==> src/rtl/lab2_proc_scoreboard_bypass.sv <==
`default_nettype none
// ============================================================================
// Module   : lab2_proc_scoreboard_bypass
// Brief    : Hazard scoreboard and operand bypass network for pipelined TinyRV2.
//            Optional LAB2_PROC_SB_STATS_EN adds stall/bypass event counters.
// Revision : 1.0 - initial release
// ============================================================================
module lab2_proc_scoreboard_bypass #(
    parameter int p_nstages    = 3,
    parameter int p_nread      = 2,
    parameter int p_data_nbits = 32,
    parameter int p_addr_nbits = 5,
    localparam int c_LAT_NBITS = (p_nstages > 1) ? $clog2(p_nstages) : 1
) (
    input  logic                            clk,
    input  logic                            reset,
    input  logic                            adv,
    input  logic                            issue_val,
    input  logic                            issue_wen,
    input  logic [p_addr_nbits-1:0]         issue_waddr,
    input  logic [c_LAT_NBITS-1:0]          issue_lat,
    input  logic                            squash_X,
    input  logic [p_nread*p_addr_nbits-1:0] rs_addr,
    input  logic [p_nread*p_data_nbits-1:0] rf_rdata,
    input  logic [p_nstages*p_data_nbits-1:0] stage_data,
    output logic [p_nread*p_data_nbits-1:0] op_data,
    output logic [p_nread-1:0]              op_stall,
    output logic [31:0]                     stall_count,
    output logic [31:0]                     bypass_count
);

    // ------------------------------------------------------------------
    // Tracked writer entries, index 0 = X (youngest), p_nstages-1 = W
    // ------------------------------------------------------------------
    logic [p_nstages-1:0]    val_q;
    logic [p_nstages-1:0]    val_d;
    logic [p_addr_nbits-1:0] waddr_q [p_nstages];
    logic [p_addr_nbits-1:0] waddr_d [p_nstages];
    logic [c_LAT_NBITS-1:0]  lat_q   [p_nstages];
    logic [c_LAT_NBITS-1:0]  lat_d   [p_nstages];
    logic                    w_issue_rec;
    logic [p_nstages-1:0]    w_stage_rdy;

    // Writes to x0 are architecturally discarded, so they never create hazards.
    assign w_issue_rec = issue_val & issue_wen & (issue_waddr != '0);

    always_comb begin
        val_d   = val_q;
        waddr_d = waddr_q;
        lat_d   = lat_q;
        if (adv) begin
            for (int k = p_nstages - 1; k > 0; k--) begin
                val_d[k]   = val_q[k-1] & ~(squash_X && (k == 1));
                waddr_d[k] = waddr_q[k-1];
                lat_d[k]   = lat_q[k-1];
            end
            val_d[0]   = w_issue_rec;
            waddr_d[0] = issue_waddr;
            lat_d[0]   = issue_lat;
        end else if (squash_X) begin
            val_d[0] = 1'b0;
        end
    end

    always_ff @(posedge clk) begin
        if (reset) begin
            val_q   <= '0;
            waddr_q <= '{default: '0};
            lat_q   <= '{default: '0};
        end else begin
            val_q   <= val_d;
            waddr_q <= waddr_d;
            lat_q   <= lat_d;
        end
    end

    for (genvar k = 0; k < p_nstages; k++) begin : g_stage
        assign w_stage_rdy[k] = (c_LAT_NBITS'(k) >= lat_q[k]);
    end

`ifdef LAB2_PROC_SB_STATS_EN
    logic [p_nread-1:0] w_byp;
`endif

    // ------------------------------------------------------------------
    // Per-port lookup: the lowest matching stage is the youngest writer
    // ------------------------------------------------------------------
    for (genvar i = 0; i < p_nread; i++) begin : g_port
        logic [p_addr_nbits-1:0] w_ra;
        logic [p_data_nbits-1:0] w_rf;
        logic [p_data_nbits-1:0] w_sd;
        logic                    w_hit;
        logic                    w_rdy;
        logic                    w_zero;

        assign w_ra   = rs_addr[i*p_addr_nbits +: p_addr_nbits];
        assign w_rf   = rf_rdata[i*p_data_nbits +: p_data_nbits];
        assign w_zero = (w_ra == '0);

        always_comb begin
            w_hit = 1'b0;
            w_rdy = 1'b0;
            w_sd  = '0;
            for (int k = p_nstages - 1; k >= 0; k--) begin
                if (val_q[k] && (waddr_q[k] == w_ra)) begin
                    w_hit = 1'b1;
                    w_rdy = w_stage_rdy[k];
                    w_sd  = stage_data[k*p_data_nbits +: p_data_nbits];
                end
            end
        end

        // Reset masks any stale entries still visible during the reset cycle.
        assign op_stall[i] = ~reset & ~w_zero & w_hit & ~w_rdy;
        assign op_data[i*p_data_nbits +: p_data_nbits] =
            reset  ? w_rf :
            w_zero ? '0   :
            w_hit  ? w_sd : w_rf;

`ifdef LAB2_PROC_SB_STATS_EN
        assign w_byp[i] = ~reset & ~w_zero & w_hit & w_rdy;
`endif
    end

    // ------------------------------------------------------------------
    // Optional event counters
    // ------------------------------------------------------------------
`ifdef LAB2_PROC_SB_STATS_EN
    logic [31:0] stall_cnt_q;
    logic [31:0] stall_cnt_d;
    logic [31:0] byp_cnt_q;
    logic [31:0] byp_cnt_d;
    logic [31:0] w_byp_inc;

    always_comb begin
        w_byp_inc = '0;
        for (int i = 0; i < p_nread; i++) begin
            w_byp_inc = w_byp_inc + 32'(w_byp[i]);
        end
        stall_cnt_d = stall_cnt_q + 32'(|op_stall);
        byp_cnt_d   = byp_cnt_q + w_byp_inc;
    end

    always_ff @(posedge clk) begin
        if (reset) begin
            stall_cnt_q <= '0;
            byp_cnt_q   <= '0;
        end else begin
            stall_cnt_q <= stall_cnt_d;
            byp_cnt_q   <= byp_cnt_d;
        end
    end

    assign stall_count  = stall_cnt_q;
    assign bypass_count = byp_cnt_q;
`else
    assign stall_count  = '0;
    assign bypass_count = '0;
`endif

    // A latency beyond the last stage would never become ready.
    always_ff @(posedge clk) begin
        if (!reset && adv && issue_val) begin
            assert (int'(issue_lat) < p_nstages);
        end
    end

endmodule
`default_nettype wire

==> config.mk <==
export PLATFORM = sky130hd
export DESIGN_NAME = lab2_proc_scoreboard_bypass
export DESIGN_NICKNAME = d
export VERILOG_FILES = /design/src/rtl/lab2_proc_scoreboard_bypass.sv
export SDC_FILE = /design/constraint.sdc
export NUM_CORES = 1
export LEC_CHECK = 0
export BUFFER_PORTS_ARGS = -buffer_cell sky130_fd_sc_hd__buf_2
export CAP_MARGIN = 10
export CORE_AREA = 2 2 120 122
export DETAILED_ROUTE_END_ITERATION = 10
export DIE_AREA = 0 0 122 124
export PLACE_DENSITY = 0.6
export SETUP_SLACK_MARGIN = 0.2
export SYNTH_ARGS = -nofsm -noshare
export SYNTH_HDL_FRONTEND = slang
export SYNTH_SLANG_ARGS = --single-unit
==> constraint.sdc <==
create_clock -name clk -period 2.4 [get_ports clk]
set_input_delay 0 -clock clk [delete_from_list [all_inputs] [get_ports clk]]
set_output_delay 0 -clock clk [all_outputs]
set_load 0.02 [all_outputs]
# Word-level counts from Yosys, hierarchy flattened
# Index checks and enable logic that the tools add are counted.
# Widths: inputs -> output; s select.
[classes] n_mux=26 n_eq_ne=6 reduce_logical=10 n_bitwise=15 magnitude_cmp=3
[op_table] operator="$mux 32" count=12
[op_table] operator="$eq 5x5->1" count=6
[op_table] operator="$mux 1" count=14
[op_table] operator="$logic_not 5->1" count=2
[op_table] operator="$and 1x1->1" count=9
[op_table] operator="$logic_and 1x1->1" count=6
[op_table] operator="$not 1->1" count=6
[op_table] operator="$reduce_bool 5->1" count=1
[op_table] operator="$ge 1x2->1 const A" count=2
[op_table] operator="$ge 2x2->1 const A" count=1
[op_table] operator="$reduce_bool 2->1" count=1
[totals] wordCells=68 in_bits=183 regBits=24 output_inout_bits=130

# Depth between registers and ports, before layout
[depth] depth_word=8 depth_mapped=8 depth_no_buf=6

# Worst setup path after synthesis
# Ideal clock, no wire load.
[synth_timing] path_type="register -> output" from="reg waddr_q[8] in the netlist's numbering" to="out op_data[53]" required_time_ns=2.400 stages_incl_launch_ff=8 arrival_time_ns=1.864 path_buffers=1 slack_ns=0.536 cell_sequence="dfxtp_1 -> xor2_1 -> nor4_2 -> nand3_2 -> nand4b_1 -> buf_2 -> o221ai_1 -> a22oi_1"
[synth_between] elab_chain_cells=7 word_cells_on_any_way=9 classes_between="eq/ne: 1; mux: 7; reduce/logical: 1"
[synth_rtl] item="start, declared" line_no="37" source="logic [p_addr_nbits-1:0] waddr_q [p_nstages];"
[synth_rtl] item="start signal, assigned" line_no="72" source="waddr_q <= waddr_d;"
[synth_rtl] item="$eq 5x5->1 *" line_no="105" source="if (val_q[k] && (waddr_q[k] == w_ra)) begin"
[synth_rtl] item="$logic_and 1x1->1 *" line_no="105"
[synth_rtl] item="$mux 32 / $mux 1 (equally long branches) (2 in series)" line_no="105"
[synth_rtl] item="$mux 32 *" line_no="118" source="w_hit ? w_sd : w_rf;"
[synth_rtl] item="$mux 32 *" line_no="117" source="w_zero ? '0 :"
[synth_rtl] item="$mux 32 *" line_no="116" source="reset ? w_rf :"
[synth_rtl] item="end, declared" line_no="26" source="output logic [p_nread*p_data_nbits-1:0] op_data,"
# Every way passes the cells marked *; elsewhere a longest branch is shown, timed or not.

# Final worst setup path
[layout_timing] from="reg waddr_q[12] in the netlist's numbering" to="out op_data[49]"
[layout_between] elab_chain_cells=6 word_cells_on_any_way=7 classes_between="eq/ne: 1; mux: 5; reduce/logical: 1"
[layout_rtl] item="$eq 5x5->1 *" line_no="105"
[layout_rtl] item="$logic_and 1x1->1 *" line_no="105"
[layout_rtl] item="$mux 32 / $mux 1 (equally long branches)" line_no="105"
[layout_rtl] item="$mux 32 *" line_no="118"
[layout_rtl] item="$mux 32 *" line_no="117"
[layout_rtl] item="$mux 32 *" line_no="116"
# Marked as above.

==> implementation parameters <==
Parameter                              Value

Outcome
  Status    finished, final reports clean

Yosys
  Mux contribution to synthesized area    5.586%
  Share of synthesized cell area in and, or, nand and nor gates    17.39%
  Post-synth top flop    sky130_fd_sc_hd__dfxtp_1
  Post-synthesis sequential area ratio    12.19%
  Number of enable flip-flop cells after synthesis    0
  Count of different cell masters after synthesis    41
  Synth Area in XOR/XNOR    6.665%
  Largest family of logic cells by synthesized area    compound AO/OA/AOI/OAI gates
  Mean instance size in the synthesized netlist    7.104 sq um
  Post-Synth Adder-Cell Area    0%
  Post-synth ARST share    0%
  Post-synthesis instance area    0.003943 sq mm
  Count of mapped cells out of synthesis    555
  Fraction of the mapped netlist area in compound gates    39.45%
  Synthesis-stage register bit count    24
  Synthesis warning total    0

Timing
  Number of hold-slack violations in the final timing report    0
  Worst max-slew margin expressed relative to the limit    32.43%
  Hold_ws    0.003313 ns
  Final worst-path cycle share    99.64%
  Final number of max-transition violations    0
  Transition time of the tightest slew-check pin    1.014 ns
  Final min period    2.391 ns
  Number of setup violations in the final report    0
  Unrepaired setup endpoints after global routing    yes
  Achievable Freq    418.2 MHz
  Smallest setup slack after layout    0.008626 ns
  Worst clock skew    0.002997 ns

CTS
  Maximum buffer depth of the clock tree    2
  Htree depth    1
  Total clock sinks    24
  CTS tree    yes
  Clock-pin slew reported for the worst setup and hold paths after clock tree synthesis    0.06 ns
  CTS buffer count    3
  Clock insertion delay at the later pin of the skew report    0.26 ns
  Clk root buf    sky130_fd_sc_hd__clkbuf_16

Placement
  HPWL reported at the end of detailed placement    12820 um
  Port-buffer cells    248
  RePlAce Congestion    0.8384
  Total instance count after detailed placement    953
  Worst slack, placed    0.2355 ns

Routing
  Count of vias placed by the detailed router    5377
  DRT Wirelength    20590 um
  Remaining design rule violation count    0
  DRT iter0 DRCs    426
  Routed length per placed instance    20.69 um
  Number of search-and-repair iterations in the first detailed-routing pass    5
  Residual antenna-violating net count after detailed routing    0
  Via count normalized by instance count    5.404

Floorplan
  Number of standard-cell rows in the floorplan    43
  Initial cell density of the core    28.74%
  Die boundary height    124 um
  # IOs    313
  Area of the die    0.01513 sq mm
  Area inside the core boundary    0.01372 sq mm
  DIE WIDTH    122 um

Worst setup path
  Worst Path Arrival    2.39 ns
  Kind of end point of the critical path    primary output
  Delay contributed by the slowest stage of the critical path    0.35 ns
  Crit-path most repeated cell    sky130_fd_sc_hd__buf_4
  Origin of the critical flop-to-flop path    val_q[0]
  Slowest cell on the critical path    sky130_fd_sc_hd__dfxtp_4
  Max Fanout on Critical Path    7
  WP data required    2.40 ns
  Critical path startpoint    waddr_q[12]
  Critical path launch point type    flop
  Startpoint-to-endpoint class of the critical path    flop to primary output
  Worst path cell trace    buf_4, xor2_1, nor4_2, and3_1, nor3b_4, nand2b_4, clkbuf_16, a22oi_1, buf_4

Layout
  Number of nets in the layout    998
  Commonest cells after routing, fill and taps aside    182 x sky130_fd_sc_hd__buf_2, 77 x sky130_fd_sc_hd__a21oi_1, 64 x sky130_fd_sc_hd__conb_1, 56 x sky130_fd_sc_hd__buf_4, 47 x sky130_fd_sc_hd__buf_6
  P&R area growth vs syn    75.79%
  Final cell count without fillers    995
  Fraction of layout instances using a drive strength above 1    54.30%
  Leading cell type in the layout, fill and taps excluded    sky130_fd_sc_hd__buf_2

GRT
  All-Layer GR Usage    22.24%
  Busiest layer in global routing    met2
  Vias in the first global route    4875
  First-pass GRT wire length    26370 um
  Largest net degree at the start of global routing    81
  Global Route met1 Usage    28.26%
  GR met3 Demand/Resource    2.656%
  Antenna violations before repair    1
  Remaining global-route overflow    0
  Met2 usage    40.75%

Power
  Worst voltage drop across the vdd grid    0.0002383 V
  Power density cells    251.7 mW/mm^2
  Leak    3.165 nW

Min path
  Worst Hold Launch    issue_waddr[3]
  Class of the tightest hold or removal check    input pin to flop

Job
  MaxCap Viol Count    0
==> sequential cells by signal (all words and copies together), names as in the netlist <==
signal / count
waddr_q: 15
val_q: 3
lat_q: 6
==> kinds of logic (layout without fill, tap and decap cells) <==
group / Yosys count / after routing
compound gates: 231 / 231
buf+inv: 122 / 318
flops: 24 / 24
xor+xnor: 30 / 30
mux: 22 / 22
simple gates: 125 / 125
other cells: 1 / 65
==> synth_stat cells, types with 19 or more instances <==
cell | instances | area share (%)
sky130_fd_sc_hd__nand2_1 | 35 | 3.3
sky130_fd_sc_hd__xor2_1 | 19 | 4.2
sky130_fd_sc_hd__nand2b_1 | 32 | 5.1
sky130_fd_sc_hd__o221ai_1 | 62 | 14
sky130_fd_sc_hd__dfxtp_1 | 24 | 12
sky130_fd_sc_hd__a21oi_1 | 96 | 12
sky130_fd_sc_hd__a22oi_1 | 21 | 4.0
sky130_fd_sc_hd__buf_4 | 68 | 13
sky130_fd_sc_hd__o21ai_1 | 28 | 3.6
sky130_fd_sc_hd__clkbuf_1 | 32 | 3.0
sky130_fd_sc_hd__mux2i_1 | 22 | 5.6
sky130_fd_sc_hd__nor2_1 | 28 | 2.7
==> through the flow <==
step / power [mW] / setup TNS [ns] / instance area (sq um) / util [%]
3_5_place_dp: 1.096 / 0 / 5192 / 37.85
4_1_cts: 1.622 / 0 / 5856 / 42.68
5_1_grt: 1.833 / -0.5849 / 6930 / 50.52
2_1_floorplan: 0.8978 / 0 / 4179 / -
6_report: 1.744 / 0 / 6930 / 50.52
3_3_place_gp: 1.096 / 0 / 5192 / 37.85
==> metal layers <==
metal	up-vias	routed length (um)
met3	24	1237
met5	-	0
met4	0	244
li1	2481	-
met2	275	10580
met1	2597	8528
==> area by class of cell <==
cell class	count	area, sq um
Sequential cell	24	499.2
Antenna cell	1	2.502
Clock buffer	3	75.07
Inverter	3	11.26
Multi-Input combinational cell	472	3664
Tap cell	180	225.2
Clock inverter	1	30.03
Fill cell	1364	6789
Timing Repair Buffer	311	2424
==> worst max-delay path: cells and delay by family (launching register included) <==
family | cells | cell delay, ns
simple gates | 4 | 0.88
xor+xnor | 1 | 0.17
flops | 1 | 0.35
compound gates | 1 | 0.19
buf+inv | 3 | 0.53
==> path summary, 6_finish.rpt <==
check	endpoint	slack, ns	cells after the start
hold / removal	waddr_q[13]	0.003	3
setup reg to reg	val_q[0]	1.29	3
setup / recovery	op_data[49]	0.009	9
hold reg to reg	lat_q[0]	0.53	2
==> where the power goes <==
group	switching, mW	internal, mW	total [mW]
sequential	0.0181	0.411	0.429
combinational	0.477	0.363	0.840
clock	0.144	0.331	0.475
total	0.639	1.11	1.74
==> timing repair <==
| item | in CTS | in global routing |
|---|---|---|
| setup endpoints to repair | 44 | 66 |
| endpoints found under the hold margin | 2 | 0 |
| hold buffers | 2 | 0 |
| pin swaps | 13 | 48 |
| gates cloned | 5 | 7 |
| resized for setup | 76 | 195 |
| buffers inserted | 13 | 10 |
Note: power is estimated with default switching activity, not from simulation.
